## src/rtl/sram_controller.sv

```systemverilog
// Splits 32-bit MEM-stage loads/stores into low/high halfword phases on a
// 16-bit asynchronous SRAM, holding ready low while an access is in flight.
module sram_controller #(
  parameter int BASE_ADDR   = 1024,
  parameter int WAIT_CYCLES = 2,
  parameter int SRAM_AW     = 18
) (
  input  logic               clk,
  input  logic               rst,
  input  logic               MEM_W_EN,
  input  logic               MEM_R_EN,
  input  logic [31:0]        address,
  input  logic [31:0]        storeValue,
  output logic [31:0]        memoryData,
  output logic               ready,
  output logic [SRAM_AW-1:0] SRAM_ADDR,
  output logic [15:0]        SRAM_WDATA,
  input  logic [15:0]        SRAM_RDATA,
  output logic               SRAM_DQ_OE,
  output logic               SRAM_WE_N,
  output logic               SRAM_OE_N
);

  localparam logic [1:0] IDLE = 2'd0;
  localparam logic [1:0] LOW  = 2'd1;
  localparam logic [1:0] HIGH = 2'd2;
  localparam logic [1:0] DONE = 2'd3;

  localparam logic [3:0] CNT_INIT = 4'(WAIT_CYCLES - 1);

  logic [1:0]         state;
  logic [3:0]         cnt;
  logic [SRAM_AW-2:0] word_q;
  logic [31:0]        data_q;
  logic               write_q;
  logic [15:0]        low_q;

  logic        req;
  logic        last;
  logic [31:0] internal;
  logic        unused_internal;

  assign req      = MEM_W_EN | MEM_R_EN;
  assign last     = (cnt == 4'd0);
  assign internal = address - 32'(BASE_ADDR);
  // Byte offset and bits above the SRAM range are dropped: word-aligned, wrapping.
  assign unused_internal = &{1'b0, internal[31:SRAM_AW+1], internal[1:0]};

  always_ff @(posedge clk) begin
    if (rst) begin
      state      <= IDLE;
      cnt        <= 4'd0;
      word_q     <= '0;
      data_q     <= 32'd0;
      write_q    <= 1'b0;
      low_q      <= 16'd0;
      memoryData <= 32'd0;
    end else begin
      case (state)
        IDLE: begin
          if (req) begin
            word_q  <= internal[SRAM_AW:2];
            data_q  <= storeValue;
            write_q <= MEM_W_EN;
            cnt     <= CNT_INIT;
            state   <= LOW;
          end
        end
        LOW: begin
          if (last) begin
            if (!write_q) low_q <= SRAM_RDATA;
            cnt   <= CNT_INIT;
            state <= HIGH;
          end else begin
            cnt <= cnt - 4'd1;
          end
        end
        HIGH: begin
          if (last) begin
            // High half comes straight from the pad on the final phase cycle.
            if (!write_q) memoryData <= {SRAM_RDATA, low_q};
            state <= DONE;
          end else begin
            cnt <= cnt - 4'd1;
          end
        end
        DONE:    state <= IDLE;
        default: state <= IDLE;
      endcase
    end
  end

  always_comb begin
    ready      = 1'b1;
    SRAM_ADDR  = '0;
    SRAM_WDATA = 16'd0;
    SRAM_DQ_OE = 1'b0;
    SRAM_WE_N  = 1'b1;
    SRAM_OE_N  = 1'b1;
    case (state)
      IDLE: ready = ~req;
      LOW: begin
        ready     = 1'b0;
        SRAM_ADDR = {word_q, 1'b0};
        if (write_q) begin
          SRAM_WDATA = data_q[15:0];
          SRAM_DQ_OE = 1'b1;
          SRAM_WE_N  = 1'b0;
        end else begin
          SRAM_OE_N = 1'b0;
        end
      end
      HIGH: begin
        ready     = 1'b0;
        SRAM_ADDR = {word_q, 1'b1};
        if (write_q) begin
          SRAM_WDATA = data_q[31:16];
          SRAM_DQ_OE = 1'b1;
          SRAM_WE_N  = 1'b0;
        end else begin
          SRAM_OE_N = 1'b0;
        end
      end
      default: ready = 1'b1;
    endcase
  end

endmodule
```

## config.mk

```make
export PLATFORM = sky130hd
export DESIGN_NAME = sram_controller
export DESIGN_NICKNAME = d
export VERILOG_FILES = /design/src/rtl/sram_controller.sv
export SDC_FILE = /design/constraint.sdc
export NUM_CORES = 1
export LEC_CHECK = 0
export BUFFER_PORTS_ARGS = -buffer_cell sky130_fd_sc_hd__buf_2
export CORE_ASPECT_RATIO = 1.1
export CORE_MARGIN = 2
export CORE_UTILIZATION = 50
export CTS_CLUSTER_DIAMETER = 150
export DETAILED_ROUTE_END_ITERATION = 6
export GPL_TIMING_DRIVEN = 0
export HOLD_SLACK_MARGIN = 0.12
export PLACE_DENSITY = 0.8
export SYNTH_ARGS = -nofsm -noshare
export SYNTH_HDL_FRONTEND = slang
export SYNTH_SLANG_ARGS = --single-unit
```

## constraint.sdc

```tcl
create_clock -name clk -period 1.92 [get_ports clk]
set_input_delay 0.192 -clock clk [delete_from_list [all_inputs] [get_ports clk]]
set_output_delay 0.192 -clock clk [all_outputs]
set_load 0.005 [all_outputs]
```

## Word level (Yosys, flattened, before mapping)

Cells that the tools add are included.

| word-level totals | value |
|---|---|
| register bits | 104 |
| input bits | 84 |
| output and inout bits | 70 |
| word-level logic and storage cells | 46 |

| cells by class | value |
|---|---|
| add/sub/neg operators | 2 |
| eq/ne operators | 7 |
| muxes and demuxes | 18 |
| bitwise logic cells | 3 |
| reductions and logical operators | 9 |

Operators with widths:

| cell | count |
|---|---|
| $pmux W18 S2 | 1 |
| $mux W16 | 2 |
| $pmux W16 S2 | 1 |
| $sub A19 B11 Y19 const B | 1 |
| $mux W4 | 3 |
| $pmux W4 S3 | 1 |
| $reduce_and A3 Y1 | 4 |
| $ne A2 B2 Y1 const B | 4 |
| $pmux W2 S4 | 1 |
| $mux W2 | 3 |
| $mux W1 | 5 |
| $eq A2 B2 Y1 const B | 2 |
| $logic_not A4 Y1 | 1 |
| $sub A4 B1 Y4 const B | 1 |
| $reduce_bool A3 Y1 | 1 |
| $eq A2 B1 Y1 const B | 1 |
| $logic_not A2 Y1 | 1 |
| $not A1 Y1 | 2 |
| $pmux W1 S2 | 1 |
| $reduce_and A2 Y1 | 1 |
| $reduce_or A2 Y1 | 1 |
| $or A1 B1 Y1 | 1 |

## Depth between registers and ports, before layout

| logic depth | value |
|---|---|
| depth in word-level cells | 3 |
| depth in mapped cells | 7 |
| gate-level depth less buffers | 5 |

## Worst setup path after synthesis

OpenSTA, ideal clock, no wires.

| path | value |
|---|---|
| path kind | reg2reg |
| from | reg cnt[0] |
| to | reg low_q[10] |
| library setup time | 72 ps |
| data arrival time | 1632 ps |
| required time | 1848 ps |
| slack | 217 ps |
| stages on the path, launching flop included | 8 |
| buffers on the path | 2 |
| period minus slack after synthesis | 1703 ps |
| cells stage by stage | dfxtp_1 inv_1 ha_1 or3b_1 nor3b_1 buf_4 buf_6 mux2i_1 |

| between the ends | value |
|---|---|
| word-level cells in the longest chain between the ends | 2 |

Ends and longest elaborated chain:

| what | RTL line | text |
|---|---|---|
| start, declared | 32 | `logic [3:0] cnt;` |
| start signal, assigned | 75 | `cnt <= cnt - 4'd1;` |
| start signal, assigned | 84 | `cnt <= cnt - 4'd1;` |
| $logic_not A4 Y1 | 44 | `assign last = (cnt == 4'd0);` |
| $reduce_and A3 Y1 (no line) | - |  |
| end signal, assigned | 56 | `low_q <= 16'd0;` |
| end signal, assigned | 71 | `if (!write_q) low_q <= SRAM_RDATA;` |
| end, declared | 36 | `logic [15:0] low_q;` |

No other way between the ends.
A chain may end at the register's enable or synchronous reset.

## Worst setup path after layout

| path | value |
|---|---|
| from | reg state[0] |
| to | out SRAM_ADDR[16] |

| between the ends | value |
|---|---|
| word-level cells in the longest chain between the ends | 2 |
| elaborated cells between the ends (all ways) | 3 |
| those cells by class | eq/ne: 2; mux: 1 |

Ends and longest elaborated chain:

| what | RTL line | text |
|---|---|---|
| start, declared | 31 | `logic [1:0] state;` |
| start signal, assigned | 51 | `state <= IDLE;` |
| start signal, assigned | 66 | `state <= LOW;` |
| start signal, assigned | 73 | `state <= HIGH;` |
| $eq A2 B2 Y1 or $eq A2 B1 Y1 (tied branches) | 100 | `case (state)` |
| $pmux W18 S2 (*) | 100 |  |
| end, declared | 16 | `output logic [SRAM_AW-1:0] SRAM_ADDR,` |

Every way passes the cells marked *; elsewhere a longest branch is shown, timed or not.

==> reports/qor.yml <==
timing.final.crit_share_pct: 99.3
path_cells: "inv_4 -> ha_4 -> o21a_4 -> clkbuf_4 -> and2_1 -> buf_2"
cp_max_fo: 10
die_h_um: 102
skew_ps: 17.0
synth_seq_area_share_pct: 48.1
start_util_pct: 51.4
synth.largest_area_cell: "dfxtp_1"
min_path_cells: 3
grt_pass1_wl_um: 21000
switching_share_pct: 38.0
wirelength_um: 13100
syn-cell-area_um2: 4330
setup_viol: 0
vdd_drop_max_uv: 664
place_hpwl_um: 8200
cts-root-buf: "clkbuf_8"
diodes: 0
clock_path_buffers: 2
p_per_area_nw_per_um2: 1130
hold_class: "in2reg"
internal-power_uw: 4290
yosysWarnings: 0
ant_nets: 0
cp.required_ps: 1730
fin_area_um2: 6130
io_pins: 154
fin_cells: 836
switchingPower_uw: 2620
crit-reg2reg-launch: "cnt[0]$_SDFFE_PP0P_"
grt_max_degree: 20
final_util_pct: 73.0
ys_ff_latch: 104
wl_per_cell_um: 15.7
endpoint_kind: "output port"
crit_type: "reg2out"
h-tree-depth: 3
firstDrtPassIters: 5
core_area_um2: 8410
worstMarginPinSlew_ps: 558
p_leak_uw: 0.00283
cp_slowest_cell: "dfxtp_4"
synth_cells: 510
yosysTopAreaCellShare_pct: 48.1
drcViolationCount: 0
grt_use_total_pct: 27.9
maxCapViolCount: 0
hold_slack_ps: 130
synth_cell_types: 42
grt_pass1_vias: 4516
syn-num-nets: 600
reg2reg_depth: 7
final_hold_viol_count: 0
place_area_um2: 5150
ys_top_cells_by_count: "nand2_1, dfxtp_1, mux2i_1"
nFillCells: 607
status: "completed"
synth-edff-count: 0
combPwrFrac_pct: 40.5
vias: 4457
num_rows: 35
clk_latency_ps: 370
max_stage_delay_ps: 400
drtIter0Drc: 163
path_clk_slew_ps: 100
syn_to_final_growth_pct: 41.8
fin_nets: 810
cts_tree: "built"
post_drt_via_cell_ratio: 5.33
final_max_slew_viol_count: 0
synth-async-reset-ratio_pct: 0
clock_sinks: 104
clkPwrFrac_pct: 18.9
fp.dieArea_um2: 9410
final.min_clock_period_ps: 1910
cts_made_buffers: 9
reg2reg_to: "memoryData[1]$_SDFFE_PP0P_"
fmax_mhz: 525
drive_gt1_share_pct: 27.3
yosys.cell_count.top_type: "nand2_1"
cp-start-kind: "flop"
p_seq_share_pct: 40.5
hold_end: "memoryData[16]$_SDFFE_PP0P_"
grt_antenna_before_repair: 0
rsz0062_at_grt: "yes"
slew_headroom_pct: 62.8
cp.arrival_ps: 1710
gr-total-overflow: 0
numPortBuffers: 137
synth.avg_cell_area_um2: 8.48
place_congestion: 0.825
hp-start: "SRAM_RDATA[0]"
synth_area_leaders: "dfxtp_1, nand2_1, mux2i_1"
place_inst: 758
die_w_um: 92.7
reg2reg_setup_slack_ps: 120
synth_flop_cell: "dfxtp_1"
==> stage by stage <==
stage	total power [uW]	worst slack (ps)	TNS, ps
after CTS	6680	1.06	0
final	6910	13.7	0
after global routing	7310	-64.4	-616
after global placement	4940	-138	-4040
after detailed placement	5030	-189	-6740
after floorplan	4310	217	0
==> cells in the final DEF (no fill, tap or decap), types with 2 or more instances in the layout <==
cell type and n:
nor3b_1 4, or3_1 4, nor3_1 2, o21ai_0 5
a211oi_1 9, nor4_1 2, nor2_1 25, clkinvlp_4 2
ha_1 2, a22oi_2 8, inv_1 7, a22oi_1 8
or3b_4 2, clkbuf_1 20, buf_8 3, inv_2 2
buf_2 140, mux2i_1 49, a311oi_1 3, ha_4 3
dfxtp_4 2, and2_1 17, xnor2_1 2, buf_4 7
inv_8 3, nand2b_1 2, clkbuf_8 10, a21oi_1 42
nand2_1 150, buf_6 2, clkbuf_2 3, dlygate4sd3_1 57
dfxtp_1 101
==> sequential cells by signal, indices dropped and copies added, names as in the netlist <==
signal      cells
cnt             4
low_q          16
memoryData     32
write_q         1
word_q         17
data_q         32
state           2
==> per-layer routing <==
| metal | global-route usage [%] | wire length [um] | share of wire (%) |
|---|---|---|---|
| met5 | 0 | 0 | 0 |
| met4 | 11.8 | 302 | 2.3 |
| met3 | 4.61 | 721 | 5.5 |
| met2 | 52.1 | 6830 | 52 |
| met1 | 31.7 | 5270 | 40 |
==> layout make-up <==
type	instances	area [um^2]	area share (%)
repair buffers	199	1290	21.1
clock buffers	9	124	2.02
flip-flops and latches	104	2090	34.1
multi-input cells	361	2180	35.5
well taps	111	139	2.26
plain buffers	35	209	3.41
clock inverters	7	62.6	1.02
inverters	10	40.0	0.653
==> critical path: cells and delay by family, from the launching register on <==
kind            cells  cell delay [ps]
compound gates      1              140
flops               1              400
fa+ha+maj           1              310
simple gates        1              150
buf+inv             3              350
==> power by group through the flow <==
| stage | sequential [uW] | combinational (uW) | clock [uW] |
|---|---|---|---|
| 2_1_floorplan | 2750 | 1560 | 0 |
| 3_3_place_gp | 2780 | 2170 | 0 |
| 3_5_place_dp | 2800 | 2230 | 0 |
| 4_1_cts | 2760 | 2600 | 1320 |
| 5_1_grt | 2840 | 3050 | 1420 |
| 6_report | 2800 | 2800 | 1310 |
==> worst max-delay path by stage <==
stage                                startpoint                     end  slack, ps
after floorplan             cnt[0]$_SDFFE_PP0P_  low_q[10]$_SDFFE_PP0P_        220
after global placement    state[0]$_SDFFE_PP0P_           SRAM_WDATA[0]       -140
after detailed placement  state[0]$_SDFFE_PP0P_           SRAM_ADDR[16]       -190
after CTS                 state[1]$_SDFFE_PP0P_          SRAM_WDATA[11]          1
after global routing      state[0]$_SDFFE_PP0P_            SRAM_ADDR[5]        -60
final                     state[0]$_SDFFE_PP0P_           SRAM_ADDR[16]         10
==> kinds of logic (layout without fill, tap and decap cells) <==
kind of cell	Yosys count	after routing	synth area share, %
fa+ha+maj	6	6	1.74
simple gates	218	218	21.8
buf+inv	45	260	4.25
flops	104	104	48.1
mux	49	49	11.3
xor+xnor	2	2	0.405
compound gates	86	86	12.4
==> what timing repair did <==
| action | in CTS | in global routing |
|---|---|---|
| hold buffers | 57 | 0 |
| gates cloned | 0 | 0 |
| gates resized for setup | 32 | 27 |
| setup buffers | 5 | 0 |
| endpoints found under the setup margin | 76 | 74 |
| endpoints found under the hold margin | 68 | 0 |
| pin swaps | 1 | 2 |
Note: power is estimated with default switching activity, not from simulation.
